==> src/rtl/uni_shift_reg_p.sv <==
// uni_shift_reg_p: universal shift register with single-step and burst modes.
// Single-step ops apply one mode operation per enabled edge while idle. A
// burst latches a shift mode and a length N, then performs N shifts on
// consecutive edges and pulses done on the final one.
// Optional feature macro: UNI_SR_ROTATE_EN enables rotates for modes 101/110.
// Without it those modes hold, and a burst request with them is degenerate.
module uni_shift_reg_p #(
    parameter int WIDTH = 8,
    parameter int CNT_W = 4
) (
    input  logic             clk,
    input  logic             rst,
    input  logic             en,
    input  logic [2:0]       mode,
    input  logic             sin_l,
    input  logic             sin_r,
    input  logic [WIDTH-1:0] pin,
    input  logic             start,
    input  logic [CNT_W-1:0] burst_len,
    output logic [WIDTH-1:0] q,
    output logic             sout_l,
    output logic             sout_r,
    output logic             busy,
    output logic             done
);

    localparam logic [2:0] MODE_HOLD = 3'b000;
    localparam logic [2:0] MODE_SHL  = 3'b001;
    localparam logic [2:0] MODE_SHR  = 3'b010;
    localparam logic [2:0] MODE_LOAD = 3'b011;
    localparam logic [2:0] MODE_ASR  = 3'b100;
`ifdef UNI_SR_ROTATE_EN
    localparam logic [2:0] MODE_ROL  = 3'b101;
    localparam logic [2:0] MODE_ROR  = 3'b110;
`endif
    localparam logic [2:0] MODE_CLR  = 3'b111;

    localparam logic [CNT_W-1:0] CNT_ONE = CNT_W'(1);

    typedef enum logic {
        ST_IDLE  = 1'b0,
        ST_BURST = 1'b1
    } state_t;

    state_t           r_state;
    state_t           w_state_nxt;
    logic [WIDTH-1:0] r_q;
    logic [WIDTH-1:0] w_q_nxt;
    logic [CNT_W-1:0] r_cnt;
    logic [CNT_W-1:0] w_cnt_nxt;
    logic [2:0]       r_mode;
    logic [2:0]       w_mode_nxt;
    logic             r_done;
    logic             w_done_nxt;

    // Next register value for one operation of the given mode.
    function automatic logic [WIDTH-1:0] f_shift(
        input logic [2:0]       md,
        input logic [WIDTH-1:0] v,
        input logic             sl,
        input logic             sr,
        input logic [WIDTH-1:0] p
    );
        logic [WIDTH-1:0] res;
        res = v;
        case (md)
            MODE_HOLD: res = v;
            MODE_SHL:  res = {v[WIDTH-2:0], sl};
            MODE_SHR:  res = {sr, v[WIDTH-1:1]};
            MODE_LOAD: res = p;
            MODE_ASR:  res = {v[WIDTH-1], v[WIDTH-1:1]};
`ifdef UNI_SR_ROTATE_EN
            MODE_ROL:  res = {v[WIDTH-2:0], v[WIDTH-1]};
            MODE_ROR:  res = {v[0], v[WIDTH-1:1]};
`endif
            MODE_CLR:  res = '0;
            default:   res = v;
        endcase
        return res;
    endfunction

    // True for modes that may be repeated as a burst.
    function automatic logic f_is_shift(input logic [2:0] md);
        logic ok;
        ok = (md == MODE_SHL) || (md == MODE_SHR) || (md == MODE_ASR);
`ifdef UNI_SR_ROTATE_EN
        ok = ok || (md == MODE_ROL) || (md == MODE_ROR);
`endif
        return ok;
    endfunction

    // Next-state and datapath decode; start wins over en while idle.
    always_comb begin
        w_state_nxt = r_state;
        w_q_nxt     = r_q;
        w_cnt_nxt   = r_cnt;
        w_mode_nxt  = r_mode;
        w_done_nxt  = 1'b0;
        case (r_state)
            ST_IDLE: begin
                if (start) begin
                    if ((burst_len != '0) && f_is_shift(mode)) begin
                        w_state_nxt = ST_BURST;
                        w_cnt_nxt   = burst_len;
                        w_mode_nxt  = mode;
                    end else begin
                        // Degenerate request: acknowledge without shifting.
                        w_done_nxt = 1'b1;
                    end
                end else if (en) begin
                    w_q_nxt = f_shift(mode, r_q, sin_l, sin_r, pin);
                end
            end
            ST_BURST: begin
                // Serial inputs are taken live each burst edge.
                w_q_nxt   = f_shift(r_mode, r_q, sin_l, sin_r, pin);
                w_cnt_nxt = r_cnt - CNT_ONE;
                if (r_cnt == CNT_ONE) begin
                    w_state_nxt = ST_IDLE;
                    w_done_nxt  = 1'b1;
                end
            end
            default: begin
                w_state_nxt = ST_IDLE;
            end
        endcase
    end

    // State, data and burst bookkeeping registers with async active-low clear.
    always_ff @(posedge clk or negedge rst) begin
        if (!rst) begin
            r_state <= ST_IDLE;
            r_q     <= '0;
            r_cnt   <= '0;
            r_mode  <= MODE_HOLD;
            r_done  <= 1'b0;
        end else begin
            r_state <= w_state_nxt;
            r_q     <= w_q_nxt;
            r_cnt   <= w_cnt_nxt;
            r_mode  <= w_mode_nxt;
            r_done  <= w_done_nxt;
        end
    end

    assign q      = r_q;
    assign sout_l = r_q[WIDTH-1];
    assign sout_r = r_q[0];
    assign busy   = (r_state == ST_BURST);
    assign done   = r_done;

endmodule

==> config.mk <==
export PLATFORM = sky130hd
export DESIGN_NAME = uni_shift_reg_p
export DESIGN_NICKNAME = d
export VERILOG_FILES = /design/src/rtl/uni_shift_reg_p.sv
export SDC_FILE = /design/constraint.sdc
export NUM_CORES = 1
export LEC_CHECK = 0
export CAP_MARGIN = 20
export CORE_AREA = 2 2 81 83
export DETAILED_ROUTE_END_ITERATION = 8
export DIE_AREA = 0 0 83 85
export SLEW_MARGIN = 20
export SYNTH_ARGS = -nofsm -noshare
export SYNTH_HDL_FRONTEND = slang
export SYNTH_SLANG_ARGS = --single-unit
==> constraint.sdc <==
create_clock -name clk -period 1.8 [get_ports clk]
set_input_delay 0.36 -clock clk [delete_from_list [all_inputs] [get_ports clk]]
set_output_delay 0.36 -clock clk [all_outputs]
set_load 0.01 [all_outputs]
==> results of run 1 <==
[sequential cells by signal, indices dropped and copies added (netlist names)]
signal and count:
q 8, busy 1, done 1, r_cnt 4, r_mode 3
[cell usage after synthesis, drive strengths merged (2+ instances only)]
cell type,n
o21ai,4
nor3b,6
a211o,3
a31oi,7
o31ai,2
nor2b,2
o2111ai,4
dfrtp,17
nand2,7
a311oi,2
buf,18
xor2,4
and3b,2
inv,8
clkbuf,10
xnor2,2
o221ai,4
o21bai,3
nor3,9
mux2i,20
ha,2
mux2,4
nor4b,3
nand3b,5
a221oi,2
nand3,4
nor2,4
nand2b,9
a21o,5
and2,2
o211ai,6
a21oi,17
[layout make-up]
class,instances,area [um2],share of cell area [%]
Clock inverter,1,7.51,0.309
Timing Repair Buffer,70,617,25.4
Tap cell,77,96.3,3.97
Sequential cell,17,428,17.6
Inverter,8,30.0,1.24
Clock buffer,3,41.3,1.70
Multi-Input combinational cell,159,1210,49.7
[worst register-to-register path: stages (launching register included)]
cell and delay [ns]:
dfrtp_1 0.39, or3b_4 0.41, a2111oi_4 0.42, buf_4 0.23, nor3_1 0.05, a31oi_1 0.18
[power breakdown]
part	leakage [nW]	switching [mW]	internal, mW
clock network	0.0217	0.162	0.156
registers	0.193	0.382	0.587
logic	0.821	1.20	1.29
[per-stage QoR]
step	cells	hold WS, ns
2_1_floorplan	212	0.0644
3_3_place_gp	331	0.531
3_5_place_dp	331	0.547
4_1_cts	335	0.428
5_1_grt	335	0.448
6_report	335	0.423
[logic make-up (layout without fill, tap and decap cells)]
| kind of cell | count (synthesis) | after routing | share of synthesized area, % |
|---|---|---|---|
| compound gates | 68 | 68 | 28.2 |
| simple gates | 58 | 58 | 19.9 |
| buf+inv | 36 | 82 | 9.69 |
| mux | 24 | 24 | 13.7 |
| flops | 17 | 17 | 23.7 |
| xor+xnor | 6 | 6 | 2.93 |
| fa+ha+maj | 3 | 3 | 1.95 |
[final timing paths]
| kind | from | to | slack, ns |
|---|---|---|---|
| setup reg to reg | busy$_DFF_PN0_ | q[5]$_DFFE_PN0P_ | 0.03 |
| max in group asynchronous | rst | r_mode[2]$_DFFE_PN0P_ | 1.15 |
| hold / removal | rst | q[4]$_DFFE_PN0P_ | 0.42 |
| hold reg to reg | r_cnt[0]$_DFFE_PN0P_ | r_cnt[0]$_DFFE_PN0P_ | 0.57 |
| min in group clk | r_cnt[0]$_DFFE_PN0P_ | r_cnt[0]$_DFFE_PN0P_ | 0.57 |
| setup / recovery | busy$_DFF_PN0_ | q[5]$_DFFE_PN0P_ | 0.03 |
[routing by layer]
| layer | up-vias | wire (um) |
|---|---|---|
| li1 | 892 | - |
| met1 | 887 | 2420 |
| met2 | 60 | 2750 |
| met3 | 6 | 304 |
| met4 | 0 | 72 |
| met5 | - | 0 |
[repair_timing]
| action | 4_1_cts | 5_1_grt |
|---|---|---|
| resized for setup | 7 | 6 |
| hold buffers | 0 | 0 |
| pin swaps | 0 | 2 |
| endpoints found under the setup margin | 13 | 12 |
==> impl_metrics.tcl, run 1 <==
set metrics [dict create \
    final-setup-viol-count 0 \
    finalCoreUtilization_pct 39.1 \
    cts_tree "done" \
    fin_area_mm2 0.00243 \
    yosysUniqueCellTypes 53 \
    slew_headroom_pct 68.7 \
    drt_iter0_drc 155 \
    area_growth_pct 35.2 \
    die_h_um 85 \
    period_needed_ns 1.77 \
    fin_skew_ns 0.00665 \
    hold_path_class "in2async" \
    wire_per_inst_um 16.6 \
    met3_usage_pct 3.11 \
    path_buf_inv 1 \
    synth_top_flop_cell "dfrtp_1" \
    drv_slew 0 \
    async_flop_share_pct 100 \
    synth-seq-cells 17 \
    hpwl_um 4090 \
    final_layout_size_suffix_gt1_share_pct 22.1 \
    status "completed" \
    coreArea_mm2 0.00620 \
    track_usage_pct 16.1 \
    p_leak_nw 1.04 \
    clockBufferDepth 2 \
    place.port_buffers 32 \
    final_cell_mix "buf_4, clkdlybuf4s50_1, mux2i_1" \
    period_share_pct 98.1 \
    synth_area_leaders "dfrtp_1, mux2i_1, a21oi_1, nand2b_1, buf_2" \
    reg2regPathDepth 5 \
    max_freq_ghz 0.566 \
    worst_pin_slew_ns 0.469 \
    synth_area_per_cell_um2 8.47 \
    drc 0 \
    row_count 29 \
    routed_wl_um 5550 \
    power_mw 3.77 \
    vias_per_cell 5.51 \
    end_kind "register" \
    die_area_mm2 0.00706 \
    pre_cts_slack_ns -0.372 \
    worstSetupStartpointType "register" \
    final_common_cell "buf_4" \
    top_usage_layer "met2" \
    worst_slack_ns 0.0334 \
    dpl_cell_area_mm2 0.00235 \
    rsz0062_at_grt "true" \
    fill_cells 653 \
    ir_drop_uv 748 \
    antenna_found_initial 0 \
    syn-num-nets 235 \
    clkSinkCount 17 \
    grt_first_pass_wirelength_um 9190 \
    grtUsageMet1_pct 19.1 \
    crit_chain "or3b_4 -> a2111oi_4 -> buf_4 -> nor3_1 -> a31oi_1" \
    antenna_cells 0 \
    post_cts_buffers 0 \
    routabilityCongestion 0.854 \
    grt_max_degree 20 \
    crit_type "reg2reg" \
    clkLatencyLatePin_ns 0.26 \
    cts.root.buffer_cell "clkbuf_8" \
    cp_top_family "compound AO/OA/AOI/OAI gates" \
    start_util_pct 28.9 \
    cp_data_arrival_time_ns 1.95 \
    required_ns 1.98 \
    dieWidth_um 83 \
    numCtsBuffers 3 \
    seq_area_frac_synth_pct 23.7 \
    cpPeakStageDelay_ns 0.42 \
    synth_top_area_share_pct 23.7 \
    maxCapViolCount 0 \
    first_global_vias 1856 \
    critPathSlowestCell "a2111oi_4" \
    pin_count 33 \
    yosysWarnings 0 \
    synth_edf_count 0 \
    grt_overflow 0 \
    synth_area_mm2 0.00180 \
    htree_levels 1 \
    dr.pass1.iters 4 \
    hold_viol_final 0 \
    grt_use_met2_pct 29.3 \
    clk_pin_slew_ns 0.08 \
    timing.setup.tns_ns 0 \
    p_per_area_mw_per_mm2 1550 \
    antenna_left 0 \
    cp.depth 5 \
    nets 282 \
    via_count 1845 \
    netlist_instances 212 \
    yosys.area.top_type "dfrtp_1" \
    critPathMaxFanout 7 \
]
(Power assumes the default switching activity.)
==> run 2, diff against run 1 <==
--- a/config.mk
+++ b/config.mk
@@ -7,8 +7,10 @@
 export LEC_CHECK = 0
 export CAP_MARGIN = 20
 export CORE_AREA = 2 2 81 83
+export CTS_CLUSTER_SIZE = 25
 export DETAILED_ROUTE_END_ITERATION = 8
 export DIE_AREA = 0 0 83 85
+export PLACE_DENSITY_LB_ADDON = 0.1
 export SLEW_MARGIN = 20
 export SYNTH_ARGS = -nofsm -noshare
 export SYNTH_HDL_FRONTEND = slang
==> impl_metrics.tcl, run 2 (same netlist as run 1, synthesis figures left out) <==
set metrics [dict create \
    worst_pin_slew_ns 0.482 \
    grtUsageMet1_pct 20.4 \
    met3_usage_pct 2.24 \
    vias_per_cell 5.41 \
    critPathSlowestCell "clkdlybuf4s50_1" \
    via_count 1828 \
    numCtsBuffers 3 \
    maxCapViolCount 0 \
    finalCoreUtilization_pct 40.0 \
    r2r-start "busy$_DFF_PN0_" \
    fill_cells 632 \
    power_mw 3.80 \
    ir_drop_uv 844 \
    row_count 29 \
    antenna_cells 0 \
    rsz0062_at_grt "false" \
    place.port_buffers 32 \
    crit_chain "buf_8 -> clkdlybuf4s50_1" \
    routed_wl_um 5710 \
    worst_slack_ns 0.0614 \
    die_h_um 85 \
    reg2reg_slack_ns 0.13 \
    slew_headroom_pct 67.9 \
    antenna_found_initial 0 \
    antenna_left 0 \
    final_cell_mix "buf_4, clkdlybuf4s50_1, mux2i_1" \
    area_growth_pct 38.3 \
    reg2regPathDepth 5 \
    track_usage_pct 16.4 \
    final_common_cell "buf_4" \
    period_needed_ns 1.74 \
    status "completed" \
    pre_cts_slack_ns -0.345 \
    crit_type "reg2out" \
    nets 285 \
    hpwl_um 4350 \
    clk_pin_slew_ns 0.08 \
    largest_reg_flops 8 \
    grt_first_pass_wirelength_um 9250 \
    dr.pass1.iters 6 \
    hold_path_class "in2async" \
    hold_viol_final 0 \
    routabilityCongestion 0.781 \
    reg2reg_to "q[0]$_DFFE_PN0P_" \
    cp_top_family "buffers and inverters" \
    period_share_pct 96.6 \
    final_layout_size_suffix_gt1_share_pct 23.0 \
    start_util_pct 28.9 \
    p_leak_nw 1.05 \
    cp_data_arrival_time_ns 1.38 \
    drv_slew 0 \
    dieWidth_um 83 \
    drc 0 \
    cpPeakStageDelay_ns 0.56 \
    cts_tree "done" \
    coreArea_mm2 0.00620 \
    required_ns 1.44 \
    path_buf_inv 2 \
    critPathMaxFanout 18 \
    htree_levels 1 \
    drt_iter0_drc 138 \
    die_area_mm2 0.00706 \
    clockBufferDepth 2 \
    first_global_vias 1757 \
    grt_use_met2_pct 30.4 \
    pin_count 33 \
    clkSinkCount 17 \
    top_usage_layer "met2" \
    postCtsHoldBufs 0 \
    final-setup-viol-count 0 \
    clkLatencyLatePin_ns 0.26 \
    holdWs_ns 0.438 \
    cts.root.buffer_cell "clkbuf_8" \
    worstSetupStartpointType "register" \
    end_kind "output port" \
    p_per_area_mw_per_mm2 1530 \
    wire_per_inst_um 16.9 \
    grt_overflow 0 \
    fin_skew_ns 0.00511 \
    grt_max_degree 22 \
    max_freq_ghz 0.575 \
]
run 2: worst max-delay path by stage:
stage                        start                   end  slack (ns)  cells after the start
global placement           mode[0]      q[0]$_DFFE_PN0P_       -0.39                      5
CTS                   burst_len[2]  r_cnt[3]$_DFFE_PN0P_       0.006                      6
finish              busy$_DFF_PN0_                  busy        0.06                      2
global route        busy$_DFF_PN0_                  busy       0.006                      2
detailed placement         mode[0]      q[0]$_DFFE_PN0P_       -0.34                      5
floorplan           busy$_DFF_PN0_      q[4]$_DFFE_PN0P_        0.05                      6
run 2: final cells by class:
class / count / area [um2] / share of cell area, %
Multi-Input combinational cell: 159 / 1230 / 49.5
Timing Repair Buffer: 73 / 652 / 26.2
Sequential cell: 17 / 427 / 17.2
Tap cell: 77 / 96.3 / 3.88
Clock buffer: 3 / 41.3 / 1.66
Inverter: 8 / 30.0 / 1.21
Clock inverter: 1 / 7.51 / 0.302
run 2: what timing repair did:
item                                    in CTS  in global routing
endpoints found under the setup margin      14                  7
buffers inserted                             0                  1
resized for setup                            9                  9
pin swaps                                    0                  4
run 2: per-stage QoR:
stage | instance area, um2 | instances | setup TNS [ns]
3_3_place_gp | 2370 | 333 | -4.84
3_5_place_dp | 2370 | 333 | -4.74
6_report | 2480 | 338 | 0
4_1_cts | 2430 | 337 | 0
2_1_floorplan | 1800 | 212 | 0
5_1_grt | 2480 | 338 | 0
run 2: layer usage:
metal,vias up,share of wire [%]
met3,7,3.1
met1,883,45
met2,40,51
met4,0,1.3
li1,898,-
met5,-,0
run 2: power breakdown:
| part | internal [mW] | switching, mW |
|---|---|---|
| clock | 0.156 | 0.149 |
| sequential | 0.585 | 0.386 |
| combinational | 1.32 | 1.20 |
==> run 3, diff against run 2 <==
--- a/config.mk
+++ b/config.mk
@@ -11,6 +11,7 @@
 export DETAILED_ROUTE_END_ITERATION = 8
 export DIE_AREA = 0 0 83 85
 export PLACE_DENSITY_LB_ADDON = 0.1
+export SETUP_SLACK_MARGIN = 0.3
 export SLEW_MARGIN = 20
 export SYNTH_ARGS = -nofsm -noshare
 export SYNTH_HDL_FRONTEND = slang
==> constraint.sdc (replaced) <==
create_clock -name clk -period 2 [get_ports clk]
set_input_delay 0.4 -clock clk [delete_from_list [all_inputs] [get_ports clk]]
set_output_delay 0.4 -clock clk [all_outputs]
set_load 0.01 [all_outputs]
==> impl_metrics.tcl, run 3 (same netlist as run 1, synthesis figures left out) <==
set metrics [dict create \
    status "completed" \
    drv_slew 0 \
    first_global_vias 1798 \
    clkLatencyLatePin_ns 0.26 \
    cts.root.buffer_cell "clkbuf_8" \
    p_int_mw 1.85 \
    dieWidth_um 83 \
    numCtsBuffers 3 \
    hold_viol_final 0 \
    period_share_pct 82.6 \
    pin_count 33 \
    critPathMaxFanout 6 \
    start_util_pct 28.9 \
    hold_path_class "in2async" \
    vias_per_cell 5.38 \
    hpwl_um 4120 \
    maxCapViolCount 0 \
    final_cell_mix "buf_4, clkdlybuf4s50_1, mux2i_1" \
    pwr-share-comb_pct 67.6 \
    timing.setup.tns_ns 0 \
    max_freq_ghz 0.605 \
    cpPeakStageDelay_ns 0.56 \
    required_ns 1.60 \
    area_growth_pct 36.8 \
    row_count 29 \
    end_kind "output port" \
    critPathSlowestCell "clkdlybuf4s50_1" \
    drt_iter0_drc 78 \
    p_per_area_mw_per_mm2 1390 \
    place.port_buffers 32 \
    clockBufferDepth 2 \
    worst_pin_slew_ns 0.431 \
    die_h_um 85 \
    final_layout_size_suffix_gt1_share_pct 25.8 \
    drc 0 \
    die_area_mm2 0.00706 \
    cp_top_family "buffers and inverters" \
    rsz0062_at_grt "false" \
    final_common_cell "buf_4" \
    dr.pass1.iters 4 \
    via_count 1790 \
    antenna_found_initial 0 \
    postCtsHoldBufs 0 \
    period_needed_ns 1.65 \
    grt_overflow 0 \
    largest_reg_flops 8 \
    routabilityCongestion 0.803 \
    path_buf_inv 1 \
    final-setup-viol-count 0 \
    nets 280 \
    routed_wl_um 5690 \
    p_sw_mw 1.57 \
    clk_pin_slew_ns 0.08 \
    holdWs_ns 0.472 \
    grt_max_degree 22 \
    grt_first_pass_wirelength_um 9430 \
    crit_chain "clkdlybuf4s50_1" \
    crit_type "reg2out" \
    antenna_cells 0 \
    worstSetupStartpointType "register" \
    power_frac_clock_pct 8.3 \
    wire_per_inst_um 17.1 \
    htree_levels 1 \
    p_leak_nw 1.02 \
    ir_drop_uv 686 \
    clkSinkCount 17 \
    pwr-share-seq_pct 24.0 \
    slew_headroom_pct 71.2 \
    cp_data_arrival_time_ns 1.25 \
    fin_skew_ns 0.00531 \
    antenna_left 0 \
    sw_frac_of_total_pct 45.9 \
    track_usage_pct 16.6 \
    cts_tree "done" \
    coreArea_mm2 0.00620 \
]
==> run 3: changes by cell type in the layout (fill, tap and decap cells not counted), sizes merged <==
cell	previous run	this run
buf	41	36
clkbuf	3	5
clkdlybuf4s15	0	1
clkdlybuf4s50	27	22
dlygate4sd2	3	7
dlymetal6s2s	2	0
==> run 3: layer usage <==
layer	global-route usage, %	share of wire, %	vias to the layer above	wire [um]
met1	20.6	45	856	2540
met3	3.02	4.4	6	252
met2	29.8	49	43	2810
met4	3.87	1.6	0	93
met5	0	0	-	0
li1	-	-	885	-
==> run 3: worst paths after layout <==
| path | to | cells past startpoint | from | slack, ns |
|---|---|---|---|---|
| max reg2reg | q[6]$_DFFE_PN0P_ | 5 | r_mode[2]$_DFFE_PN0P_ | 0.42 |
| max in group asynchronous | q[2]$_DFFE_PN0P_ | 2 | rst | 1.29 |
| min reg2reg | r_cnt[0]$_DFFE_PN0P_ | 1 | r_cnt[0]$_DFFE_PN0P_ | 0.54 |
| min | q[7]$_DFFE_PN0P_ | 2 | rst | 0.47 |
| max | q[0] | 1 | q[0]$_DFFE_PN0P_ | 0.35 |
| min in group clk | r_cnt[0]$_DFFE_PN0P_ | 1 | r_cnt[0]$_DFFE_PN0P_ | 0.54 |
==> run 3: power by group through the flow <==
| stage | combinational, mW | sequential, mW | clock (mW) |
|---|---|---|---|
| after floorplan | 1.60 | 0.679 | 0 |
| after global placement | 2.18 | 0.863 | 0 |
| after detailed placement | 2.17 | 0.858 | 0 |
| after CTS | 2.33 | 0.811 | 0.297 |
| after global routing | 2.56 | 0.857 | 0.308 |
| final | 2.31 | 0.822 | 0.285 |
==> run 3: cell type report <==
class / count / area, um2
Clock buffer: 3 / 41.3
Clock inverter: 1 / 7.51
Fill cell: 660 / 3750
Inverter: 8 / 30.0
Multi-Input combinational cell: 159 / 1240
Sequential cell: 17 / 434
Tap cell: 77 / 96.3
Timing Repair Buffer: 68 / 607
==> run 3: metrics by stage <==
step / setup slack, ns / area, um2 / power [mW] / cells / utilization (%)
global placement: -0.248 / 2330 / 3.04 / 326 / 37.5
finish: 0.348 / 2460 / 3.42 / 333 / 39.6
detailed placement: -0.250 / 2330 / 3.03 / 326 / 37.5
floorplan: 0.254 / 1800 / 2.28 / 212 / -
global route: 0.302 / 2460 / 3.73 / 333 / 39.6
CTS: 0.263 / 2440 / 3.44 / 333 / 39.4
==> run 3: worst register-to-register path: cells and delay by family, from the launching register on <==
kind	cells	cell delay (ns)
xor+xnor	1	0.17
compound gates	3	0.63
flops	1	0.51
buf+inv	1	0.22
==> run 3: repair_timing <==
| action | in CTS | in global routing |
|---|---|---|
| resized for setup | 25 | 11 |
| pin swaps | 4 | 1 |
| setup endpoints to repair | 21 | 14 |
| setup buffers | 3 | 0 |
